$ cat src/rtl/instruction_cache_controller.sv
// Direct-mapped instruction cache plus block refill FSM with hit/miss statistics.
// Ports: clock/reset; CPU side cpu_read, cpu_pc, cache_flush -> cpu_inst, cpu_busywait;
//        memory side mem_read, mem_address <- mem_readinst, mem_busywait; hit_count, miss_count.
module instruction_cache_controller #(
  parameter int LINES = 4,
  parameter int CNT_W = 16
) (
  input  logic             clock,
  input  logic             reset,
  input  logic             cpu_read,
  input  logic [31:0]      cpu_pc,
  input  logic             cache_flush,
  output logic [31:0]      cpu_inst,
  output logic             cpu_busywait,
  output logic             mem_read,
  output logic [5:0]       mem_address,
  input  logic [127:0]     mem_readinst,
  input  logic             mem_busywait,
  output logic [CNT_W-1:0] hit_count,
  output logic [CNT_W-1:0] miss_count
);

  localparam int INDEX_W = $clog2(LINES);
  localparam int TAG_W   = 4 - INDEX_W;
  // With 16 lines the tag is empty; keep one constant-zero bit so the arrays stay legal.
  localparam int TAG_SW  = (TAG_W > 0) ? TAG_W : 1;

  typedef enum logic [1:0] {IDLE, MEM_REQ, MEM_WAIT, UPDATE} state_t;

  state_t state_q, state_d;

  logic [127:0]       data_q [LINES];
  logic [TAG_SW-1:0]  tag_q  [LINES];
  logic [LINES-1:0]   valid_q, valid_d;

  logic [3:0]         miss_blk_q;   // {tag,index} of the block being refilled
  logic [CNT_W-1:0]   hit_q, hit_d, miss_q, miss_d;

  // Only pc[7:2] addresses the cache; everything else aliases.
  logic [3:0]         pc_blk;
  logic [1:0]         pc_word;
  logic [INDEX_W-1:0] pc_idx, fill_idx;
  logic [TAG_SW-1:0]  pc_tag, fill_tag;
  logic [127:0]       line_data;
  logic               hit;
  logic               unused_pc;

  assign pc_blk    = cpu_pc[7:4];
  assign pc_word   = cpu_pc[3:2];
  assign pc_idx    = pc_blk[INDEX_W-1:0];
  assign pc_tag    = TAG_SW'(pc_blk >> INDEX_W);
  assign fill_idx  = miss_blk_q[INDEX_W-1:0];
  assign fill_tag  = TAG_SW'(miss_blk_q >> INDEX_W);
  assign unused_pc = ^{cpu_pc[31:8], cpu_pc[1:0]};

  assign line_data = data_q[pc_idx];
  assign hit       = cpu_read & valid_q[pc_idx] & (tag_q[pc_idx] == pc_tag);
  assign cpu_inst  = line_data[{pc_word, 5'b0} +: 32];

  assign mem_address = {miss_blk_q, 2'b00};
  assign hit_count   = hit_q;
  assign miss_count  = miss_q;

  // Next state and handshake outputs
  always_comb begin
    state_d      = state_q;
    mem_read     = 1'b0;
    cpu_busywait = 1'b1;
    case (state_q)
      IDLE: begin
        cpu_busywait = cpu_read & ~hit;
        if (cpu_read && !hit) state_d = MEM_REQ;
      end
      MEM_REQ: begin
        mem_read = 1'b1;
        if (mem_busywait) state_d = MEM_WAIT;
      end
      MEM_WAIT: begin
        if (!mem_busywait) state_d = UPDATE;
      end
      UPDATE: begin
        state_d = IDLE;
      end
      default: state_d = IDLE;
    endcase
  end

  // Valid bits: a flush clears everything, but a refill finishing in the same
  // cycle still installs its line.
  always_comb begin
    valid_d = valid_q;
    if (cache_flush) valid_d = '0;
    if (state_q == UPDATE) valid_d[fill_idx] = 1'b1;
  end

  // Saturating statistics; only IDLE cycles with an active fetch are counted.
  always_comb begin
    hit_d  = hit_q;
    miss_d = miss_q;
    if (state_q == IDLE && hit && !(&hit_q)) hit_d = hit_q + 1'b1;
    if (state_q == IDLE && cpu_read && !hit && !(&miss_q)) miss_d = miss_q + 1'b1;
  end

  always_ff @(posedge clock or posedge reset) begin
    if (reset) begin
      state_q    <= IDLE;
      valid_q    <= '0;
      miss_blk_q <= '0;
      hit_q      <= '0;
      miss_q     <= '0;
    end else begin
      state_q <= state_d;
      valid_q <= valid_d;
      hit_q   <= hit_d;
      miss_q  <= miss_d;
      if (state_q == IDLE && cpu_read && !hit) miss_blk_q <= pc_blk;
    end
  end

  // Line payload and tags carry no reset; the valid bit guards them.
  always_ff @(posedge clock) begin
    if (state_q == UPDATE) begin
      data_q[fill_idx] <= mem_readinst;
      tag_q[fill_idx]  <= fill_tag;
    end
  end

endmodule

$ cat config.mk
export PLATFORM = sky130hd
export DESIGN_NAME = instruction_cache_controller
export DESIGN_NICKNAME = d
export VERILOG_FILES = /design/src/rtl/instruction_cache_controller.sv
export SDC_FILE = /design/constraint.sdc
export NUM_CORES = 1
export LEC_CHECK = 0
export BUFFER_PORTS_ARGS = -buffer_cell sky130_fd_sc_hd__buf_2
export CAP_MARGIN = 30
export CORE_UTILIZATION = 30
export DETAILED_ROUTE_END_ITERATION = 10
export PLACE_DENSITY = 0.54
export REMOVE_ABC_BUFFERS = 1
export SLEW_MARGIN = 20
export SYNTH_ARGS = -nofsm -noshare
export SYNTH_HDL_FRONTEND = slang
export SYNTH_SLANG_ARGS = --single-unit
$ cat constraint.sdc
create_clock -name clock -period 12.27 [get_ports clock]
set_input_delay 1.227 -clock clock [delete_from_list [all_inputs] [get_ports clock]]
set_output_delay 1.227 -clock clock [all_outputs]
set_load 0.05 [all_outputs]
==> metrics.cfg <==
[worst_hold_path]
hp-class = reg2reg

[sta]
finalSetupTns_ps = 0
fin_skew_ps = 25.7
slew_violations = 0
timing.final.crit_share_pct = 46.3
worstMarginPinSlew_ps = 893
rsz0062_at_grt = no
max-slew-margin-rel_pct = 40.5
hold_viol = 0
finalWorstSetupSlack_ps = 6590
setup_violations = 0
period_minus_slack_ps = 5680
fmax_mhz = 176

[yosys]
yosysWarnings = 0
synth_top_area_cell = edfxtp_1
synth-seq-area-share_pct = 77.3
ys_ff_latch = 562
synth_top_area_share_pct = 72.5
syn_inst = 907
synth_area_leaders = edfxtp_1, mux4_2, dfrtp_1, xnor2_1, ha_1
avgSynthCellArea_um2 = 23.8
syn_area_um2 = 21500
yosys.cell_types.count = 44

[finish]
final_common_cell = edfxtp_1
final-seq-area_um2 = 16700
finalInstanceArea_um2 = 25800
multiInputGateArea_um2 = 4680
finalNonFillerCells = 2145
drive_gt1_share_pct = 41.1
nNetsFinal = 1327
fillers = 6468
final_cell_mix = edfxtp_1, buf_2, mux4_2, clkbuf_16, dfrtp_1
syn_to_final_growth_pct = 20.0

[cts]
cts-htree-levels = 2
postCtsSetupRepairBufs = 0
cts_root_buffer = clkbuf_16
insertion_delay_ps = 620
cts_hold_buf = 0
cts-resized-gates = 0
cts.sinks = 562
cts_tree = yes
cts.reportedPaths.clkPinSlew_ps = 50
cts_buffers = 61
clock_path_buffers = 3

[global_route]
grt_overflow = 0
antenna_found_initial = 16
grt_max_degree = 132
first_global_vias = 10800
grt_usage_pct = 12.3
grt_first_pass_wirelength_mm = 67.7

[setup_path]
crit_path_end = cpu_inst[8]
worst-path-buf-inv = 5
crit_family = buffers and inverters
slowest_stage = buf_4
crit_type = in2out
crit_start = cpu_pc[4]
rr_endpoint = data_q[2][0]$_DFFE_PP_
worst_setup_path_end_kind = output pin
worstPathRequired_ps = 11040
slowest_delay_ps = 700
start_kind = input pin
worstPathArrival_ps = 4460
cp_max_fo = 56
r2r_cells = 5
r2r_start = state_q[0]$_DFFE_PP0P_
crit_chain = buf_8, buf_4, buf_16, buf_4, mux4_2, mux4_2, buf_2
cp.depth = 7
ff2ff_setup_slack_ps = 9710

[drt]
ant_nets = 0
drc_errors = 0
first_pass_iters = 5
viasPerCell = 4.66
dr_total_vias = 10000
wirelength_mm = 44.5
drt_iter0_markers = 518
avgRoutedWirePerCell_um = 20.7

[floorplan]
core_area_um2 = 70500
ios = 237
rows = 97
start_util_pct = 30.6
die_area_um2 = 72900
fp.dieH_um = 270
die_w_um = 270

[placed_design]
postPlaceCellArea_um2 = 23700
finalWeightedCongestion = 0.758
place_hpwl_mm = 25.0
port-buffer-count = 208
place_ws_ps = 6110
dp_cells = 2028

[pwr]
swShare_pct = 25.9
p_switching_mw = 1.34
clkPwrFrac_pct = 35.6
seqPwrFrac_pct = 49.3
power_density_nw_per_um2 = 199
p_comb_share_pct = 15.1
ir_drop_uv = 134
internal_power_mw = 3.82
p_leak_nw = 8.69

[run_status]
outcome = finished, final reports clean

[run]
drv_cap = 0

## metrics by stage
stage / hold slack (ps) / utilization [%] / power [mW]
2_1_floorplan: 448 / - / 3.14
3_5_place_dp: 465 / 33.6 / 3.38
6_report: 478 / 36.7 / 5.16
5_1_grt: 487 / 36.7 / 5.37
4_1_cts: 478 / 36.5 / 5.24
3_3_place_gp: 461 / 33.6 / 3.36
## synth_stat cells
| master | number |
|---|---|
| a211oi_2 | 1 |
| a21boi_1 | 1 |
| a21o_1 | 4 |
| a21oi_1 | 2 |
| a21oi_2 | 1 |
| a2bb2oi_1 | 1 |
| a31oi_1 | 1 |
| a41oi_1 | 1 |
| and2_1 | 3 |
| and3_1 | 6 |
| and3_4 | 1 |
| and3b_1 | 1 |
| and4_1 | 2 |
| buf_1 | 5 |
| buf_2 | 15 |
| buf_4 | 3 |
| buf_6 | 2 |
| clkbuf_1 | 17 |
| conb_1 | 1 |
| dfrtp_1 | 42 |
| edfxtp_1 | 520 |
| ha_1 | 7 |
| inv_1 | 5 |
| mux2_1 | 3 |
| mux2_2 | 7 |
| mux2i_1 | 3 |
| mux4_2 | 161 |
| nand2_1 | 16 |
| nand2b_1 | 1 |
| nand3_1 | 14 |
| nand4_1 | 13 |
| nor2_1 | 6 |
| nor2b_1 | 2 |
| nor3_1 | 1 |
| nor3b_1 | 1 |
| nor4_1 | 2 |
| o21a_1 | 1 |
| o21ai_0 | 1 |
| o21bai_1 | 1 |
| o32ai_4 | 1 |
| or3_1 | 1 |
| xnor2_1 | 26 |
| xnor2_4 | 1 |
| xor2_1 | 3 |
## routing by layer
layer / vias up / GRT usage, % / share of wire, %
li1: 4360 / - / -
met1: 5289 / 16.2 / 43
met2: 247 / 19.7 / 48
met3: 86 / 3.71 / 6.6
met4: 22 / 3.07 / 2.0
met5: - / 0 / 0.34
## state kept, by name, summed over array words and instances, names as in the netlist
name and cells:
tag_q 8, data_q 512, hit_count 16, valid_q 4
miss_blk_q 4, miss_count 16, state_q 2
## how the worst min path moves through the flow
stage / startpoint / end / slack, ps / cells past startpoint
2_1_floorplan: valid_q[3]$_DFF_PP0_ / valid_q[3]$_DFF_PP0_ / 450 / 1
3_3_place_gp: valid_q[1]$_DFF_PP0_ / valid_q[1]$_DFF_PP0_ / 460 / 1
3_5_place_dp: valid_q[1]$_DFF_PP0_ / valid_q[1]$_DFF_PP0_ / 470 / 1
4_1_cts: valid_q[1]$_DFF_PP0_ / valid_q[1]$_DFF_PP0_ / 480 / 1
5_1_grt: valid_q[1]$_DFF_PP0_ / valid_q[1]$_DFF_PP0_ / 490 / 1
6_report: valid_q[1]$_DFF_PP0_ / valid_q[1]$_DFF_PP0_ / 480 / 1
## cells by family (layout without fill, tap and decap cells)
logic type	count (synthesis)	after routing	share of synthesized area [%]
buf+inv	47	342	1.03
other cells	1	4	0.0174
compound gates	16	16	0.650
simple gates	70	70	1.75
fa+ha+maj	7	7	0.406
flops	562	562	77.3
xor+xnor	30	30	1.31
mux	174	174	17.5
## layout make-up
| class | count | area share [%] |
|---|---|---|
| Antenna cell | 2 | 0.0194 |
| Clock buffer | 73 | 6.24 |
| Clock inverter | 38 | 1.62 |
| Inverter | 5 | 0.0726 |
| Multi-Input combinational cell | 299 | 18.1 |
| Sequential cell | 562 | 64.5 |
| Tap cell | 940 | 4.55 |
| Timing Repair Buffer | 226 | 4.90 |
## power by group through the flow
stage	Sequential, mW	Clock (mW)	Combinational (mW)
2_1_floorplan	2.68	0	0.457
3_3_place_gp	2.56	0	0.794
3_5_place_dp	2.58	0	0.797
4_1_cts	2.55	1.90	0.798
5_1_grt	2.57	1.96	0.840
6_report	2.54	1.84	0.780
Note: power is estimated with default switching activity, not from simulation.
